[config.mk]
export PLATFORM = sky130hd
export DESIGN_NAME = coreahblite_mstage_dphase_flat
export DESIGN_NICKNAME = d
export VERILOG_FILES = /design/src/rtl/coreahblite_pkg.sv /design/src/rtl/coreahblite_mstage_dphase_if.sv /design/src/rtl/coreahblite_dflt_slave.sv /design/src/rtl/coreahblite_mstage_dphase.sv /design/src/flat_wrapper.sv
export SDC_FILE = /design/constraint.sdc
export NUM_CORES = 1
export LEC_CHECK = 0
export ABC_AREA = 1
export CAP_MARGIN = 30
export CORE_AREA = 2 2 253 255
export CTS_BUF_LIST = sky130_fd_sc_hd__clkbuf_4 sky130_fd_sc_hd__clkbuf_8 sky130_fd_sc_hd__clkbuf_16
export DETAILED_ROUTE_END_ITERATION = 12
export DIE_AREA = 0 0 255 257
export HOLD_SLACK_MARGIN = 0.15
export PLACE_DENSITY = 0.39
export SLEW_MARGIN = 20
export SYNTH_ARGS = -nofsm -noshare
export SYNTH_HDL_FRONTEND = slang
export SYNTH_SLANG_ARGS = --single-unit
[constraint.sdc]
create_clock -name HCLK -period 2.5 [get_ports HCLK]
set_clock_uncertainty 0.1 [all_clocks]
set_input_delay 0.375 -clock HCLK [delete_from_list [all_inputs] [get_ports HCLK]]
set_output_delay 0.375 -clock HCLK [all_outputs]
set_load 0.02 [all_outputs]
[src/rtl/coreahblite_pkg.sv]
// Shared types and constants for the AHB-Lite matrix master-side stages.
//   NUM_SLOTS    : slots per master (16 regular + 1 huge/combined slot)
//   DATA_W       : read-data width
//   HTRANS_*     : AHB transfer-type encodings
//   dflt_state_t : default-slave response states
package coreahblite_pkg;

    localparam int unsigned NUM_SLOTS = 17;
    localparam int unsigned DATA_W    = 32;
    localparam int unsigned HTRANS_W  = 2;

    localparam logic [HTRANS_W-1:0] HTRANS_IDLE   = 2'b00;
    localparam logic [HTRANS_W-1:0] HTRANS_BUSY   = 2'b01;
    localparam logic [HTRANS_W-1:0] HTRANS_NONSEQ = 2'b10;
    localparam logic [HTRANS_W-1:0] HTRANS_SEQ    = 2'b11;

    typedef enum logic [1:0] {
        IDLE = 2'd0,
        ERR1 = 2'd1,
        ERR2 = 2'd2
    } dflt_state_t;

endpackage

[src/rtl/coreahblite_mstage_dphase_if.sv]
// Bus bundle between one AHB-Lite master, its address decoder and the slots.
//   master modport : view of the upstream master/decoder and slot models
//   slave modport  : view of the data-phase stage itself
interface coreahblite_mstage_dphase_if;
    import coreahblite_pkg::*;

    logic [HTRANS_W-1:0]         HTRANS;
    logic [NUM_SLOTS-1:0]        ADDRDEC;
    logic                        RESERVEDDEC;
    logic [NUM_SLOTS-1:0]        HSEL_S;
    logic                        HREADY_S;
    logic [NUM_SLOTS-1:0]        HREADYOUT_S;
    logic [NUM_SLOTS-1:0]        HRESP_S;
    logic [NUM_SLOTS*DATA_W-1:0] HRDATA_S;
    logic                        HREADY_M;
    logic                        HRESP_M;
    logic [DATA_W-1:0]           HRDATA_M;

    modport master (
        output HTRANS, ADDRDEC, RESERVEDDEC, HREADYOUT_S, HRESP_S, HRDATA_S,
        input  HSEL_S, HREADY_S, HREADY_M, HRESP_M, HRDATA_M
    );

    modport slave (
        input  HTRANS, ADDRDEC, RESERVEDDEC, HREADYOUT_S, HRESP_S, HRDATA_S,
        output HSEL_S, HREADY_S, HREADY_M, HRESP_M, HRDATA_M
    );

endinterface

[src/rtl/coreahblite_dflt_slave.sv]
// Default slave: two-cycle ERROR response for illegal accesses, OKAY otherwise.
//   HCLK, HRESET : clock, synchronous active-high reset
//   HREADY_M     : master-side HREADY (transfer accepted when high)
//   bad          : illegal access presented in a valid address phase
//   dflt_hready  : default-slave HREADY (registered)
//   dflt_hresp   : default-slave HRESP, 1 = ERROR (registered)
module coreahblite_dflt_slave
    import coreahblite_pkg::*;
(
    input  logic HCLK,
    input  logic HRESET,
    input  logic HREADY_M,
    input  logic bad,
    output logic dflt_hready,
    output logic dflt_hresp
);

    dflt_state_t state, state_nxt;
    logic        hready_nxt, hresp_nxt;
    logic        take_err;

    assign take_err = bad & HREADY_M;

    // Next state and the response that state will present.
    always_comb begin
        state_nxt  = state;
        hready_nxt = 1'b1;
        hresp_nxt  = 1'b0;
        case (state)
            IDLE:    state_nxt = take_err ? ERR1 : IDLE;
            ERR1:    state_nxt = ERR2;
            ERR2:    state_nxt = take_err ? ERR1 : IDLE;
            default: state_nxt = IDLE;
        endcase
        case (state_nxt)
            ERR1: begin
                hready_nxt = 1'b0;
                hresp_nxt  = 1'b1;
            end
            ERR2: begin
                hready_nxt = 1'b1;
                hresp_nxt  = 1'b1;
            end
            default: begin
                hready_nxt = 1'b1;
                hresp_nxt  = 1'b0;
            end
        endcase
    end

    // State and response registers.
    always_ff @(posedge HCLK) begin
        if (HRESET) begin
            state       <= IDLE;
            dflt_hready <= 1'b1;
            dflt_hresp  <= 1'b0;
        end else begin
            state       <= state_nxt;
            dflt_hready <= hready_nxt;
            dflt_hresp  <= hresp_nxt;
        end
    end

endmodule

[src/rtl/coreahblite_mstage_dphase.sv]
// Master-side data-phase stage: qualifies the slot decode into per-slot HSEL,
// tracks the selected slot for the data phase and returns its response.
//   HCLK, HRESET : clock, synchronous active-high reset
//   bus          : slave modport of coreahblite_mstage_dphase_if
//                  (HTRANS/ADDRDEC/RESERVEDDEC/slot responses in,
//                   HSEL_S/HREADY_S/HREADY_M/HRESP_M/HRDATA_M out)
module coreahblite_mstage_dphase
    import coreahblite_pkg::*;
#(
    parameter logic [NUM_SLOTS-1:0] M_AHBSLOTENABLE = 17'h1FFFF,
    parameter bit                   ERR_ON_DISABLED = 1'b1
)(
    input  logic                           HCLK,
    input  logic                           HRESET,
    coreahblite_mstage_dphase_if.slave     bus
);

    logic [NUM_SLOTS-1:0] hit;
    logic [NUM_SLOTS-1:0] dsel;
    logic                 addr_ok;
    logic                 bad;
    logic                 hready_m;
    logic                 dflt_hready, dflt_hresp;
    logic                 sel_hready, sel_hresp;
    logic [DATA_W-1:0]    sel_rdata;

    assign addr_ok = bus.HTRANS[1] & hready_m & ~HRESET;
    assign hit     = bus.ADDRDEC & M_AHBSLOTENABLE;

    // A zero hit covers both "no decode" and "decode on a disabled slot".
    assign bad = addr_ok & (bus.RESERVEDDEC | (ERR_ON_DISABLED & (hit == '0)));

    assign bus.HSEL_S = addr_ok ? hit : '0;

    // Data-phase selection, frozen while the current transfer is stalled.
    always_ff @(posedge HCLK) begin
        if (HRESET) begin
            dsel <= '0;
        end else if (hready_m) begin
            dsel <= addr_ok ? hit : '0;
        end
    end

    // One-hot AND-OR return mux; yields zeros when no slot is selected.
    always_comb begin
        sel_rdata = '0;
        for (int n = 0; n < int'(NUM_SLOTS); n++) begin
            sel_rdata = sel_rdata | (bus.HRDATA_S[n*DATA_W +: DATA_W] & {DATA_W{dsel[n]}});
        end
        sel_hready = |(dsel & bus.HREADYOUT_S);
        sel_hresp  = |(dsel & bus.HRESP_S);
    end

    assign hready_m     = (dsel != '0) ? sel_hready : dflt_hready;
    assign bus.HREADY_M = hready_m;
    assign bus.HREADY_S = hready_m;
    assign bus.HRESP_M  = (dsel != '0) ? sel_hresp : dflt_hresp;
    assign bus.HRDATA_M = sel_rdata;

    coreahblite_dflt_slave u_dflt (
        .HCLK        (HCLK),
        .HRESET      (HRESET),
        .HREADY_M    (hready_m),
        .bad         (bad),
        .dflt_hready (dflt_hready),
        .dflt_hresp  (dflt_hresp)
    );

    // The decoder must never flag more than one slot for a real transfer.
    always_ff @(posedge HCLK) begin
        if (!HRESET && bus.HTRANS[1]) begin
            assert ($onehot0(bus.ADDRDEC));
        end
    end

endmodule

[src/flat_wrapper.sv]
// flat-port wrapper written by rule: the top's interface ports become plain ports
module coreahblite_mstage_dphase_flat import coreahblite_pkg::*;
#(
    parameter logic [NUM_SLOTS-1:0] M_AHBSLOTENABLE = 17'h1FFFF,
    parameter bit                   ERR_ON_DISABLED = 1'b1
)
  (HCLK, HRESET, bus_HTRANS, bus_ADDRDEC, bus_RESERVEDDEC, bus_HREADYOUT_S, bus_HRESP_S, bus_HRDATA_S, bus_HSEL_S, bus_HREADY_S, bus_HREADY_M, bus_HRESP_M, bus_HRDATA_M);
  coreahblite_mstage_dphase_if bus_i ();
  input  logic HCLK;
  input  logic HRESET;
  input wire logic [$bits(bus_i.HTRANS)-1:0] bus_HTRANS;
  input wire logic [$bits(bus_i.ADDRDEC)-1:0] bus_ADDRDEC;
  input wire logic [$bits(bus_i.RESERVEDDEC)-1:0] bus_RESERVEDDEC;
  input wire logic [$bits(bus_i.HREADYOUT_S)-1:0] bus_HREADYOUT_S;
  input wire logic [$bits(bus_i.HRESP_S)-1:0] bus_HRESP_S;
  input wire logic [$bits(bus_i.HRDATA_S)-1:0] bus_HRDATA_S;
  output wire logic [$bits(bus_i.HSEL_S)-1:0] bus_HSEL_S;
  output wire logic [$bits(bus_i.HREADY_S)-1:0] bus_HREADY_S;
  output wire logic [$bits(bus_i.HREADY_M)-1:0] bus_HREADY_M;
  output wire logic [$bits(bus_i.HRESP_M)-1:0] bus_HRESP_M;
  output wire logic [$bits(bus_i.HRDATA_M)-1:0] bus_HRDATA_M;
  assign bus_i.HTRANS = bus_HTRANS;
  assign bus_i.ADDRDEC = bus_ADDRDEC;
  assign bus_i.RESERVEDDEC = bus_RESERVEDDEC;
  assign bus_i.HREADYOUT_S = bus_HREADYOUT_S;
  assign bus_i.HRESP_S = bus_HRESP_S;
  assign bus_i.HRDATA_S = bus_HRDATA_S;
  assign bus_HSEL_S = bus_i.HSEL_S;
  assign bus_HREADY_S = bus_i.HREADY_S;
  assign bus_HREADY_M = bus_i.HREADY_M;
  assign bus_HRESP_M = bus_i.HRESP_M;
  assign bus_HRDATA_M = bus_i.HRDATA_M;
  coreahblite_mstage_dphase #(.M_AHBSLOTENABLE(M_AHBSLOTENABLE), .ERR_ON_DISABLED(ERR_ON_DISABLED)) u_core (.HCLK(HCLK), .HRESET(HRESET), .bus(bus_i));
endmodule
After elaboration in Yosys (flattened, before gate mapping)
Cells that the tools add are included.
{ "totals": {"ff_bits": 21, "output_inout_bits": 52} }
{ "classes": {"eq_ne": 4, "bitwise": 41, "mux": 7, "reduce_logical": 7} }
{ "ops": {"columns": ["cell", "count"], "rows": [
  ["32-bit AND", 17],
  ["32-bit OR", 16],
  ["17-bit AND", 2],
  ["17-bit OR reduction", 2],
  ["17-bit logical NOT", 1],
  ["17-bit two-way mux", 1],
  ["17-bit nonzero test", 1],
  ["1-bit two-way mux", 5],
  ["1-bit AND", 4],
  ["2-bit by 1-bit == test with 1-bit output (second input constant)", 2],
  ["2-bit == test (second input constant)", 2],
  ["2-bit case mux with 2 select lines", 1],
  ["2-bit OR reduction", 2],
  ["2-bit logical NOT", 1],
  ["1-bit inverter", 1],
  ["1-bit OR", 1]
]} }

Longest topological paths before layout
Gate-level depths: netlist of run 1.
{ "logic_depth": {"depth_word": 17, "mapped_depth": 13, "depth_no_buf": 12} }

Hierarchy
A second synthesis of run 1 with hierarchy kept.
{ "hier_totals": {"hier_cells": 899, "area_unflattened_um2": 4658.2} }
{ "modules_own_cells": {"columns": ["module", "instances", "cells_each", "area_per_inst_um2", "seq_area_each_um2"], "rows": [
  ["coreahblite_mstage_dphase", 1, 885, 4526.8, 340.3],
  ["coreahblite_dflt_slave", 1, 14, 131.4, 80.1]
]} }

Worst setup path before layout of run 1
Ideal clock, no wire load.
{ "synth_path": {"path_kind": "register to output", "start": "reg u_core.dsel[2]", "end": "out bus_HSEL_S[8]", "stages_incl_launch_ff": 9, "path_buffers": 2, "slack_ns": 0.557, "arrival_ns": 1.468, "cell_sequence": "dfxtp_1 -> buf_2 -> or2_4 -> nor2_4 -> nand3_2 -> nand3_4 -> buf_6 -> nand4_1 -> inv_1"} }
{ "synth_between": {"elab_chain_len": 6, "word_cells_on_any_way": 7} }
{ "synth_rtl": {"columns": ["element", "line_no", "text"], "rows": [
  ["start: declaration", "coreahblite_mstage_dphase.sv:19", "logic [NUM_SLOTS-1:0] dsel;"],
  ["start signal: assignment", "coreahblite_mstage_dphase.sv:40", "dsel <= addr_ok ? hit : '0;"],
  ["17-bit AND", "coreahblite_mstage_dphase.sv:50", "sel_hready = |(dsel & bus.HREADYOUT_S);"],
  ["17-bit OR reduction", "coreahblite_mstage_dphase.sv:50", null],
  ["1-bit two-way mux (*)", "coreahblite_mstage_dphase.sv:54", "assign hready_m = (dsel != '0) ? sel_hready : dflt_hready;"],
  ["1-bit AND (*) (2 in series)", "coreahblite_mstage_dphase.sv:27", "assign addr_ok = bus.HTRANS[1] & hready_m & ~HRESET;"],
  ["17-bit two-way mux (*)", "coreahblite_mstage_dphase.sv:33", "assign bus.HSEL_S = addr_ok ? hit : '0;"],
  ["end: declaration", "flat_wrapper.sv:17", "output wire logic [$bits(bus_i.HSEL_S)-1:0] bus_HSEL_S;"]
]} }
Mark *: on every way between the ends. The rest lies on a longest branch, timed or not.

Final worst setup path of run 1
{ "layout_path": {"start": "reg u_core.dsel[7]", "end": "out bus_HRDATA_M[24]"} }
{ "layout_between": {"elab_chain_len": 11} }
{ "layout_rtl": {"columns": ["element", "line_no", "text"], "rows": [
  ["32-bit AND", "coreahblite_mstage_dphase.sv:48", "sel_rdata = sel_rdata | (bus.HRDATA_S[n*DATA_W +: DATA_W] & {DATA_W{dsel[n]}});"],
  ["32-bit OR (10 in series)", "coreahblite_mstage_dphase.sv:48", null],
  ["end: declaration", "flat_wrapper.sv:21", "output wire logic [$bits(bus_i.HRDATA_M)-1:0] bus_HRDATA_M;"]
]} }
No other way between the ends.

==> metrics.md, run 1 <==
| Metric | Value |
|---|---|
| Hold/Removal Path Class | `reg2reg` |
| Syn Area/Cell | `approximately 5.4 µm²` |
| Synth warnings | `0` |
| FP Rows | `92` |
| Final nets | `2,176` |
| Relative slew slack | `74.1%` |
| Crit path kind | `reg2out` |
| Tot GR Track Use | `~17%` |
| Via density | `between 3 and 4` |
| Worst setup margin | `-0.00657 ns` |
| Layout cells sized above 1 | `between 10% and 20%` |
| Placeable Area | `about 0.063 mm²` |
| Via count | `approximately 9,500` |
| Post-synth EDFFs | `0` |
| Filler cells | `between 7,000 and 8,000` |
| Largest net degree at the start of global routing | `29` |
| Multiplexer share of the synthesized area | `0%` |
| Period utilisation layout | `100%` |
| Synth top area share | `approximately 34%` |
| Clk sinks | `21` |
| CTS tree | `done` |
| CP top delay family | `buffers and inverters` |
| Starting DRT DRC Count | `455` |
| Status | `finished, violations left` |
| Register area share after synthesis | `8.81%` |
| Num CTS Buffers | `3` |
| Starting density of the core | `about 7.6%` |
| Startpoint Class | `flip-flop` |
| Port bufs | `between 600 and 700` |
| Place WS | `-0.490 ns` |
| Area of the multi-input gates | `slightly above 0.004 mm²` |
| Routed WL per cell | `about 24 µm` |
| Adder-cell area share of the yosys netlist | `less than 1%` |
| #FFs+latches synth | `21` |
| Clk_lat worst skew | `between 0.2 and 0.3 ns` |
| Worst setup EP type | `output port` |
| GRT Residual Overflow | `0` |
| Antenna-violating nets left | `0` |
| I/O Pins | `652` |
| Initial antenna violation count | `17` |
| Synth Area in Compound Gates | `between 20% and 30%` |
| Routability cong. | `roughly 0.96` |
| FMAX | `approximately 0.40 GHz` |
| Max Transition Viols Final | `0` |
| Worst vdd ir | `just over 0.0009 V` |
| CTS H-tree depth | `1` |
| Count leader, synth | `nand2_1` |
| Distinct cells, synth | `31` |
| HPWL after detailed placement | `~50,000 µm` |
| Pwr Total | `roughly 8.4 mW` |
| Final setup fails | `1` |
| Main synth FF type | `dfxtp_1` |
| Clk root buf | `clkbuf_16` |
| Failing checks | `setup timing` |
| Max FO, Critical Path | `14` |
| PD cells | `about 630 mW/mm²` |
| Routed Wire Length | `59,200 µm` |
| MaxCap Viol Count | `0` |
| Die Area | `0.0655 mm²` |
| Critical path data required time | `roughly 2.0 ns` |
| Cts hold-fix bufs | `0` |
| WP data arrival | `2.03 ns` |
| Wire length of the first global-routing pass | `around 78,000 µm` |
| Mapped Cells | `approximately 900` |
| Post-synthesis async set-or-reset flop share | `0%` |
| Final min period | `roughly 2.5 ns` |
| Post-synth top cells | `nand2_1, nand3_1, nand4_1` |
| Area leader, netlist | `nand2_1` |
| Largest family of logic cells by synthesized area | `simple AND/OR/NAND/NOR gates` |
| Most used cell, CP | `nand2_1` |
| DRT Pass-1 Iters | `5` |
| Die Wd | `255 µm` |
| Die Ht | `between 200 and 300 µm` |
| Final core occ | `about a fifth` |
| Vias in the first global route | `around 10,000` |
| Post-Synth Simple-Gate Area | `a little under 60%` |
| Max Root-Sink Buffers | `2` |
| DRC violation count after routing | `0` |
| Final Hold Vio Count | `0` |
| Area growth syn-to-layout | `178%` |
| RSZ-0062 raised after global routing | `yes` |
| P_leak | `5.29 nW` |
| Synthesized area | `around 0.0048 mm²` |
| Worst-path clk slew | `roughly 0.060 ns` |
| Post-Synth XOR/XNOR Area | `0%` |
| CP bufs+invs | `3` |
| Flip-flop and latch area | `459 µm²` |
| Worst-path cell chain | `buf_6 -> nand2_1 -> nand2_1 -> a221oi_2 -> buf_4 -> nand4_1 -> dlygate4sd2_1` |
| Slew of the pin with the lowest slew margin | `approximately 0.38 ns` |
| Slowest stage delay, CP | `~0.39 ns` |
| Top cells by area, synth | `nand2_1, nand4_1, dfxtp_1` |
| Setup tns final | `-0.00657 ns` |
| Synthesized Nets | `1,489` |
| Slowest CP cell | `dfxtp_4` |
-- flip-flops by register name, indices dropped and copies added, names as in the netlist --
register,flops
u_core.dsel,17
u_core.u_dflt.dflt_hresp,1
u_core.u_dflt.state,2
u_core.u_dflt.dflt_hready,1
-- stage by stage --
step | hold WS [ns] | cell area, µm² | instances
3_3_place_gp | 0.324 | 12800 | 2390
6_report | 0.344 | 13300 | 2430
3_5_place_dp | 0.331 | 12800 | 2390
4_1_cts | 0.342 | 13200 | 2418
5_1_grt | 0.370 | 13300 | 2429
2_1_floorplan | 0.314 | 4770 | 888
-- routing by layer --
layer	vias up	share of wire (%)	GRT usage (%)
met5	-	0.037	0
met4	4	1.8	4.13
met3	54	7.4	3.38
met2	480	50	31.1
met1	4444	40	19.8
li1	4474	-	-
-- logic make-up after synthesis --
logic type	Yosys count
AND/OR/NAND/NOR	636
adder cells (fa/ha/maj)	1
AO/OA/AOI/OAI	128
flip-flops	21
buffers and inverters	102
-- cells in the final DEF, fill, tap and decap left out, drive strengths merged --
cell             n
nor2            31
clkinv           1
buf            129
inv             27
dlymetal6s2s     4
dlygate4sd2     25
a211oi          28
dfxtp           21
nand4           72
o31ai            1
a221oi          40
diode           10
clkbuf           5
a2111oi          1
or2              4
nand3           78
a21oi           22
and3             4
nor4             1
nor3             9
clkdlybuf4s50  596
ha               1
a22o            36
nand2          438
-- worst reg2reg max path, stage by stage, from the launching register on --
cell	delay [ns]
dfxtp_2	0.37
or2_4	0.27
nor2_4	0.15
nand3_4	0.12
nand3_4	0.13
buf_6	0.12
nand4_1	0.11
buf_4	0.16
buf_4	0.12
buf_4	0.12
buf_4	0.12
buf_4	0.12
buf_4	0.12
buf_4	0.12
a21oi_2	0.12
-- cell type report --
| cell class | instances | area share [%] |
|---|---|---|
| repair buffers | 756 | 56.5 |
| multi-input cells | 766 | 30.4 |
| well taps | 846 | 7.98 |
| flip-flops and latches | 21 | 3.46 |
| inverters | 27 | 0.765 |
| clock buffers | 3 | 0.566 |
| diodes | 10 | 0.189 |
| clock inverters | 1 | 0.0378 |
-- where the power goes --
| part | total, mW | switching (mW) | internal, mW |
|---|---|---|---|
| combinational | 7.46 | 4.15 | 3.31 |
| sequential | 0.556 | 0.148 | 0.408 |
| clock | 0.360 | 0.144 | 0.216 |
| total | 8.37 | 4.44 | 3.94 |
-- repair_timing --
item / in CTS / in global routing
resized for setup: 125 / 26
pin swaps: 10 / 14
gates cloned: 1 / 0
setup endpoints to repair: 50 / 24
hold endpoints to repair: 0 / 0
buffers inserted: 24 / 3
-- worst paths after layout --
kind | slack, ns | to | depth (start not counted) | start
hold reg to reg | 0.34 | u_core.u_dflt.state[0] | 1 | u_core.u_dflt.state[0]
hold / removal | 0.34 | u_core.u_dflt.state[0] | 1 | u_core.u_dflt.state[0]
setup reg to reg | 0.07 | u_core.dsel[10] | 14 | u_core.dsel[3]
setup / recovery | -0.007 | bus_HRDATA_M[24] | 7 | u_core.dsel[7]
No activity file was read; power rests on OpenSTA's default activity.
==> run 2: changes to the inputs <==
Settings changed: CTS_CLUSTER_DIAMETER set to 100, GPL_TIMING_DRIVEN set to 1.
==> results of run 2 <==
Final layout, timing and power as in run 1 (identical DEF).
